**src/rtl/mem_stage.sv**
```systemverilog
// LC-3b pipeline memory stage: data-memory access (LDR/STR, LDB/STB, LDI/STI)
// with upstream stall, plus the MEM/WB pipeline register feeding write_back.

package lc3b_types;

    // Control word carried down the pipeline; this stage decodes only the
    // memory fields and forwards the whole word to write_back.
    typedef struct packed {
        logic       load_regfile;
        logic       load_cc;
        logic [1:0] regfilemux_sel;
        logic       mem_read;
        logic       mem_write;
        logic       mem_byte;
        logic       indirect;
    } lc3b_control_word;

endpackage

module mem_stage
    import lc3b_types::*;
#(
    parameter bit LDB_SEXT = 1'b1
) (
    input  logic             clk,
    input  logic             rst_n,
    // EX/MEM pipeline register
    input  logic             ex_valid,
    input  lc3b_control_word ex_cw,
    input  logic [15:0]      ex_npc,
    input  logic [15:0]      ex_result,
    input  logic [15:0]      ex_src,
    input  logic [15:0]      ex_ir,
    input  logic [2:0]       ex_dr,
    output logic             mem_stall,
    // Data memory
    output logic             dmem_read,
    output logic             dmem_write,
    output logic [15:0]      dmem_address,
    output logic [15:0]      dmem_wdata,
    output logic [1:0]       dmem_byte_enable,
    input  logic             dmem_resp,
    input  logic [15:0]      dmem_rdata,
    // MEM/WB pipeline register
    output logic [15:0]      wb_mem_address,
    output logic [15:0]      wb_data,
    output logic [15:0]      wb_npc,
    output logic [15:0]      wb_result,
    output logic [15:0]      wb_ir,
    output lc3b_control_word wb_cw,
    output logic [2:0]       wb_dr,
    output logic             wb_valid
);

    typedef enum logic {
        IDLE,
        IND
    } state_e;

    state_e      r_state;
    state_e      w_state_next;
    logic [14:0] r_ptr_word;     // indirect pointer; bit 0 is never used since the second access is a word
    logic        w_memop;
    logic        w_ind;
    logic        w_word;
    logic [7:0]  w_load_byte;
    logic [15:0] w_byte_ext;
    logic [15:0] w_load_data;

    // Decode of the memory-operation class of the instruction sitting in EX/MEM.
    assign w_memop = ex_valid & (ex_cw.mem_read | ex_cw.mem_write);
    assign w_ind   = w_memop & ex_cw.indirect;
    assign w_word  = ex_cw.indirect | ~ex_cw.mem_byte;

    // Load formatting: byte lane picked by the effective address, then extended.
    assign w_load_byte = ex_result[0] ? dmem_rdata[15:8] : dmem_rdata[7:0];
    assign w_byte_ext  = LDB_SEXT ? {{8{w_load_byte[7]}}, w_load_byte}
                                  : {8'h00, w_load_byte};
    assign w_load_data = (ex_valid & ex_cw.mem_read) ? (w_word ? dmem_rdata : w_byte_ext)
                                                     : 16'h0000;

    // State register and the captured indirect pointer.
    // NOTE: sequential state is updated with non-blocking assignments so every
    // flop samples pre-edge values regardless of statement order.
    always_ff @(posedge clk or negedge rst_n) begin
        if (!rst_n) begin
            r_state    <= IDLE;
            r_ptr_word <= 15'h0000;
        end else begin
            r_state <= w_state_next;
            if (r_state == IDLE && w_ind && dmem_resp) begin
                r_ptr_word <= dmem_rdata[15:1];
            end
        end
    end

    // Next-state, memory request and stall generation.
    // NOTE: every output of this block gets a default first, so no path
    // through the case statement can leave a latch behind.
    always_comb begin
        w_state_next     = r_state;
        dmem_read        = 1'b0;
        dmem_write       = 1'b0;
        dmem_address     = {ex_result[15:1], 1'b0};
        dmem_wdata       = ex_src;
        dmem_byte_enable = 2'b11;
        mem_stall        = 1'b0;

        case (r_state)
            IDLE: begin
                if (w_memop) begin
                    // Indirects always start with a word read of the pointer.
                    dmem_read  = ex_cw.mem_read | ex_cw.indirect;
                    dmem_write = ex_cw.mem_write & ~ex_cw.indirect;
                    if (!w_word) begin
                        dmem_address = ex_result;
                        dmem_wdata   = {ex_src[7:0], ex_src[7:0]};
                        if (ex_cw.mem_write) begin
                            dmem_byte_enable = ex_result[0] ? 2'b10 : 2'b01;
                        end
                    end
                    mem_stall = ~(dmem_resp & ~ex_cw.indirect);
                    if (dmem_resp && ex_cw.indirect) begin
                        w_state_next = IND;
                    end
                end
            end
            IND: begin
                dmem_address = {r_ptr_word, 1'b0};
                dmem_read    = ex_cw.mem_read;
                dmem_write   = ex_cw.mem_write & ~ex_cw.mem_read;
                mem_stall    = ~dmem_resp;
                if (dmem_resp) begin
                    w_state_next = IDLE;
                end
            end
            default: w_state_next = IDLE;
        endcase

        // An access in flight is abandoned the moment reset asserts.
        if (!rst_n) begin
            dmem_read  = 1'b0;
            dmem_write = 1'b0;
        end
    end

    // MEM/WB register: load when not stalled, otherwise insert a bubble.
    always_ff @(posedge clk or negedge rst_n) begin
        if (!rst_n) begin
            wb_mem_address <= 16'h0000;
            wb_data        <= 16'h0000;
            wb_npc         <= 16'h0000;
            wb_result      <= 16'h0000;
            wb_ir          <= 16'h0000;
            wb_cw          <= '0;
            wb_dr          <= 3'd0;
            wb_valid       <= 1'b0;
        end else if (!mem_stall) begin
            wb_mem_address <= ex_result;
            wb_data        <= w_load_data;
            wb_npc         <= ex_npc;
            wb_result      <= ex_result;
            wb_ir          <= ex_ir;
            wb_cw          <= ex_cw;
            wb_dr          <= ex_dr;
            wb_valid       <= ex_valid;
        end else begin
            wb_valid <= 1'b0;
            wb_cw    <= '0;
        end
    end

endmodule
```
**config.mk**
```make
export PLATFORM = sky130hd
export DESIGN_NAME = mem_stage
export DESIGN_NICKNAME = d
export VERILOG_FILES = /design/src/rtl/mem_stage.sv
export SDC_FILE = /design/constraint.sdc
export NUM_CORES = 1
export LEC_CHECK = 0
export ABC_AREA = 1
export CAP_MARGIN = 30
export CORE_ASPECT_RATIO = 0.5
export CORE_MARGIN = 2
export CORE_UTILIZATION = 43
export CTS_CLUSTER_DIAMETER = 30
export DETAILED_ROUTE_END_ITERATION = 6
export PLACE_DENSITY = 0.95
export SYNTH_ARGS = -nofsm -noshare
export SYNTH_HDL_FRONTEND = slang
export SYNTH_SLANG_ARGS = --single-unit
```
**constraint.sdc**
```tcl
create_clock -name clk -period 2.8 [get_ports clk]
set_input_delay 0.42 -clock clk [delete_from_list [all_inputs] [get_ports clk]]
set_output_delay 0.42 -clock clk [all_outputs]
set_load 0.01 [all_outputs]
```
# After elaboration in Yosys (flattened, before gate mapping)

Index checks and enable logic that the tools add are counted.

Order comparisons: 0
Multiply operators: 0
Div/mod/pow operators: 0
Shift operators: 0
Reduce and logical (&&, ||, !) cells: 3
Multiplexer cells: 28
Add/subtract/negate cells: 0
Equality and inequality tests: 0
Bitwise logic cells: 15

Operator list:

| kind                | number |
|---|---|
| $mux W16            | 5 |
| $pmux W16 S2        | 1 |
| $mux W8             | 2 |
| $mux W1             | 11 |
| $mux W2             | 5 |
| $pmux W1 S2         | 4 |
| $and A1 B1 Y1       | 6 |
| $not A1 Y1          | 6 |
| $logic_and A1 B1 Y1 | 3 |
| $or A1 B1 Y1        | 3 |

Memory bits (read-only): 0
Register bits after elaboration: 92
Output and inout bits: 129
Memories: 0
Memory bits (writable): 0
Bits in latches: 0
Logic and storage cells: 61
Input port bits: 95

# Logic depth before layout (Yosys ltp)

Word-level depth: 6
Mapped depth: 9
Gate-level depth less buffers: 7

# Worst setup path after synthesis

No wires, ideal clock.

Path type: input -> output
From: in ex_cw[0] in the netlist's numbering
To: out dmem_byte_enable[0]
Buffers on the path: 0
Data arrival time: 1.229 ns
Stages on the path: 6
Setup slack: 1.151 ns
Cell sequence: inv_2 > nand2_2 > inv_2 > nand3_2 > nor2_1 > nand2_1

Cells in the longest elaborated chain, start to end: 4

RTL lines:

| item         | line | source |
|---|---|---|
| from (decl)  | 29   | `input lc3b_control_word ex_cw,` |
| $or A1 B1 Y1 | 73   | `assign w_word = ex_cw.indirect \| ~ex_cw.mem_byte;` |
| $mux W2      | 115  | `if (!w_word) begin` |
| $mux W2      | 111  | `if (w_memop) begin` |
| $mux W2      | 109  | `case (r_state)` |
| to (decl)    | 41   | `output logic [1:0] dmem_byte_enable,` |

Every way passes these cells.

# Final worst setup path

From: in ex_cw[2] in the netlist's numbering
To: out dmem_read

Cells in the longest elaborated chain, start to end: 5

RTL lines:

| item          | line | source |
|---|---|---|
| $or A1 B1 Y1  | 71   | `assign w_memop = ex_valid & (ex_cw.mem_read \| ex_cw.mem_write);` |
| $and A1 B1 Y1 | 71   |  |
| $mux W1       | 111  |  |
| $pmux W1 S2   | 109  |  |
| $mux W1       | 141  | `if (!rst_n) begin` |
| to (decl)     | 37   | `output logic dmem_read,` |

Every way passes these cells.

==> results.txt <==
* Result of the run: completed
- Summed over all layers, the routed wires come to 15000 µm.
* Routed wire per std cell: 16.6 µm
- Switching fraction of total power: 28.7%
- Total vias in the final route: 4521
* Final Core Density: 70.8%
- Fraction of the yosys area taken by sequential cells: 53.0%
- Counting flops with an async set or reset pin after synthesis yields a share of 100%.
- After synthesis, the netlist uses 23 different library cells.
- Port buffering added 223 buffers.
* Post-synth EDFFs: 0
- Setup repair after global routing missed its margin: false
* Arrival time of the worst setup path: 2.28 ns
- Post-synthesis average cell area: 7.70 µm²
- Count of TritonRoute iterations in the first routing pass: 7
* CTS Root Buffer Type: clkbuf_16
- The synthesized design spends more area on one cell type than any other, namely dfrtp_1.
* Sum of overflow across all layers after global routing: 0
* Peak ir drop on the vdd network: 0.000297 V
- In this run, post-CTS repair resized a total of 0 instances.
- Across the run, the number of max-cap violations was 0.
- Most frequent cells after synthesis: 357 x nand2_1, 92 x dfrtp_1, 29 x buf_4
- The endpoint identified for the worst register-to-register timing path is wb_result[13]$_DFFE_PN0N_.
* Hold WC Path Type: flip-flop to flip-flop
- Top post-synthesis cells by area: dfrtp_1 53%, nand2_1 31%, buf_4 5.0%
- The number of nets in the synthesized netlist is 659.
- Clock network fraction of design power: 32.6%
- The initial antenna violation count was 0.
* Maximum number of pins on one net before global-route repair: 79
- Switching power total: 1160 µW
- Area enclosed by the die boundary: 0.0110 mm²
* Launch point of the worst reg-to-reg path: r_state$_DFF_PN0_
- The final max-slew violation count is 0.
* Worst-Skew Late Latency: 0.34 ns
* Transition time at the pin with the least slew margin: 0.841 ns
- 224 I/O pins were placed.
* Synth Flop Type: dfrtp_1
* Worst-path clk slew: 0.06 ns
* Vertical die dimension: 75.0 µm
* H-tree levels: 3
- Final antenna-violating net count: 0
- Sequential share of power: 40.0%
- In the final timing run, aggregate negative setup slack is 0 ns.
- TritonCTS built the clock tree.
- Largest fanout on the critical path: 17
- On the final layout, the worst clock skew is 0.00472 ns.
- CP Capture Point: dmem_read
- In the routed layout, each cell is associated on average with a via count of 5.02.
* Critical path data required time: 2.38 ns
- The post-route netlist has 6.14% of its cells at a drive strength greater than 1.
- TritonCTS sink count: 92
- The net count of the finished layout is 855.
* Setup crit start kind: primary input
* FF-to-FF path depth: 7
- The first global-routing pass estimated 23400 µm of wire.
- The most critical setup path has its startpoint at ex_cw[2].
* Final standard cell count with taps included and fillers excluded: 900
- Startpoint-to-endpoint class of the critical path: primary input to output pin
* Most repeated cell in the gate-level netlist after synthesis: nand2_1
* Share of the synthesized area in the top cell type: 53.0%
- Longest Clk Path Bufs: 2
- Internal reg-to-reg setup slack: 0.82 ns
- Relative to the synthesized area, the layout overhead comes to 57.2%.
- GRT Total Usage: 27.1%
* LEAKAGE: 0.00345 µW
* Minimum period implied by the final worst setup slack: 2.70 ns
* Starting utilization of the core area: 45.1%
- Power spread over the standard cell area amounts to 593 mW/mm².
* Post-route clock period utilization: 96.5%
- Post-CTS repair timing setup buffer count: 0
- The number of global-route vias before repair is 4594.
- Count of antenna diodes in the layout: 0
- Register bit count reported by yosys: 92
* Row Count: 25
- Yosys printed 0 warnings.
* Gate count of the mapped netlist: 564
* Clock buffer count from CTS: 9
- Placed instance count: 882
- The core region is 0.00963 mm².
* Number of DRC violations after detailed-routing iteration 0: 479
- Internal power: 2890 µW
- Slew HR: 43.9%
- Setup violations remaining at the end of the flow were counted as 0.
* Hold Fails Final Rpt: 0
* Portion of total power attributed to combinational logic: 27.4%
* Post-synthesis cell area: 0.00434 mm²
- Detailed-route DRC error count: 0
- Weighted congestion reported at the end of routability-driven placement: 0.876
- Horizontal extent of the die: 146 µm
* Placed wire-length estimate: 9920 µm
- Maximum operating frequency: 370 MHz
* Critical path capture point type: output pin
## layer usage
layer | up-vias | routed length [µm] | GRT usage, %
li1 | 2081 | - | -
met1 | 2128 | 5660 | 31.9
met2 | 242 | 7610 | 49.1
met3 | 70 | 944 | 5.09
met4 | 0 | 755 | 15.1
met5 | - | 0 | 0
## how the worst min path moves through the flow
stage,startpoint,to,depth (start not counted)
finish,wb_ir[14]$_DFFE_PN0N_,wb_ir[14]$_DFFE_PN0N_,2
global route,wb_ir[10]$_DFFE_PN0N_,wb_ir[10]$_DFFE_PN0N_,2
CTS,wb_ir[15]$_DFFE_PN0N_,wb_ir[15]$_DFFE_PN0N_,2
detailed placement,rst_n,wb_cw[0]$_DFF_PN0_,1
global placement,rst_n,wb_cw[0]$_DFF_PN0_,1
floorplan,rst_n,r_ptr_word[0]$_DFFE_PN0P_,0
## stage by stage
| stage | hold WS, ns | setup WS, ns | power [µW] | area, µm² |
|---|---|---|---|---|
| after floorplan | 0.124 | 1.15 | 2100 | 4340 |
| after global routing | 0.494 | 0.0158 | 4230 | 6820 |
| final | 0.471 | 0.0975 | 4050 | 6820 |
| after global placement | 0.301 | 0.264 | 2670 | 6460 |
| after detailed placement | 0.303 | 0.187 | 2710 | 6460 |
| after CTS | 0.473 | 0.162 | 4050 | 6790 |
## critical path, cell delays in order
cell and delay (ns):
clkdlybuf4s50_1 0.60, o21ai_1 0.16, nor2_4 0.38, o21a_1 0.17
clkdlybuf4s50_1 0.55
## sequential cells by signal, indices dropped and copies added (netlist names)
name / flops
wb_data: 16
wb_ir: 16
wb_npc: 16
wb_result: 16
r_ptr_word: 15
wb_cw: 8
wb_dr: 3
r_state: 1
wb_valid: 1
## kinds of logic (layout without fill, tap and decap cells)
logic type / after synthesis / in the layout / synth area share [%]
simple gates: 399 / 399 / 36.5
compound gates: 8 / 8 / 1.04
flops: 92 / 92 / 53.0
buf+inv: 65 / 266 / 9.43
## power groups by stage
stage | Clock, µW | Combinational [µW] | Sequential, µW
2_1_floorplan | 0 | 419 | 1680
3_3_place_gp | 0 | 1050 | 1620
3_5_place_dp | 0 | 1080 | 1630
4_1_cts | 1330 | 1100 | 1610
5_1_grt | 1390 | 1200 | 1640
6_report | 1320 | 1110 | 1620
## cells in the final DEF, fill, tap and decap left out, drive strengths merged
| cell type | synthesis | layout |
|---|---|---|
| a21oi | 1 | 1 |
| buf | 45 | 10 |
| bufinv | 0 | 2 |
| clkbuf | 3 | 10 |
| clkdlybuf4s50 | 0 | 222 |
| clkinv | 1 | 3 |
| clkinvlp | 0 | 1 |
| dfrtp | 92 | 92 |
| dlygate4sd3 | 0 | 1 |
| inv | 16 | 17 |
| nand2 | 362 | 362 |
| nand3 | 25 | 25 |
| nand4 | 1 | 1 |
| nor2 | 11 | 11 |
| o211ai | 1 | 1 |
| o21a | 1 | 1 |
| o21ai | 5 | 5 |
## what timing repair did
item                       in CTS  in global routing
hold buffers                    1                  0
hold endpoints to repair       15                  0
setup endpoints to repair       0                  0
## final cells by class
class	count	area (µm²)
clock buffer	10	239
sequential	92	2300
inverter	17	68.8
tap	135	169
clock inverter	6	86.3
multi-input combinational	407	1630
timing repair buffer	233	2330
fill	685	2810
Note: power is estimated with default switching activity, not from simulation.
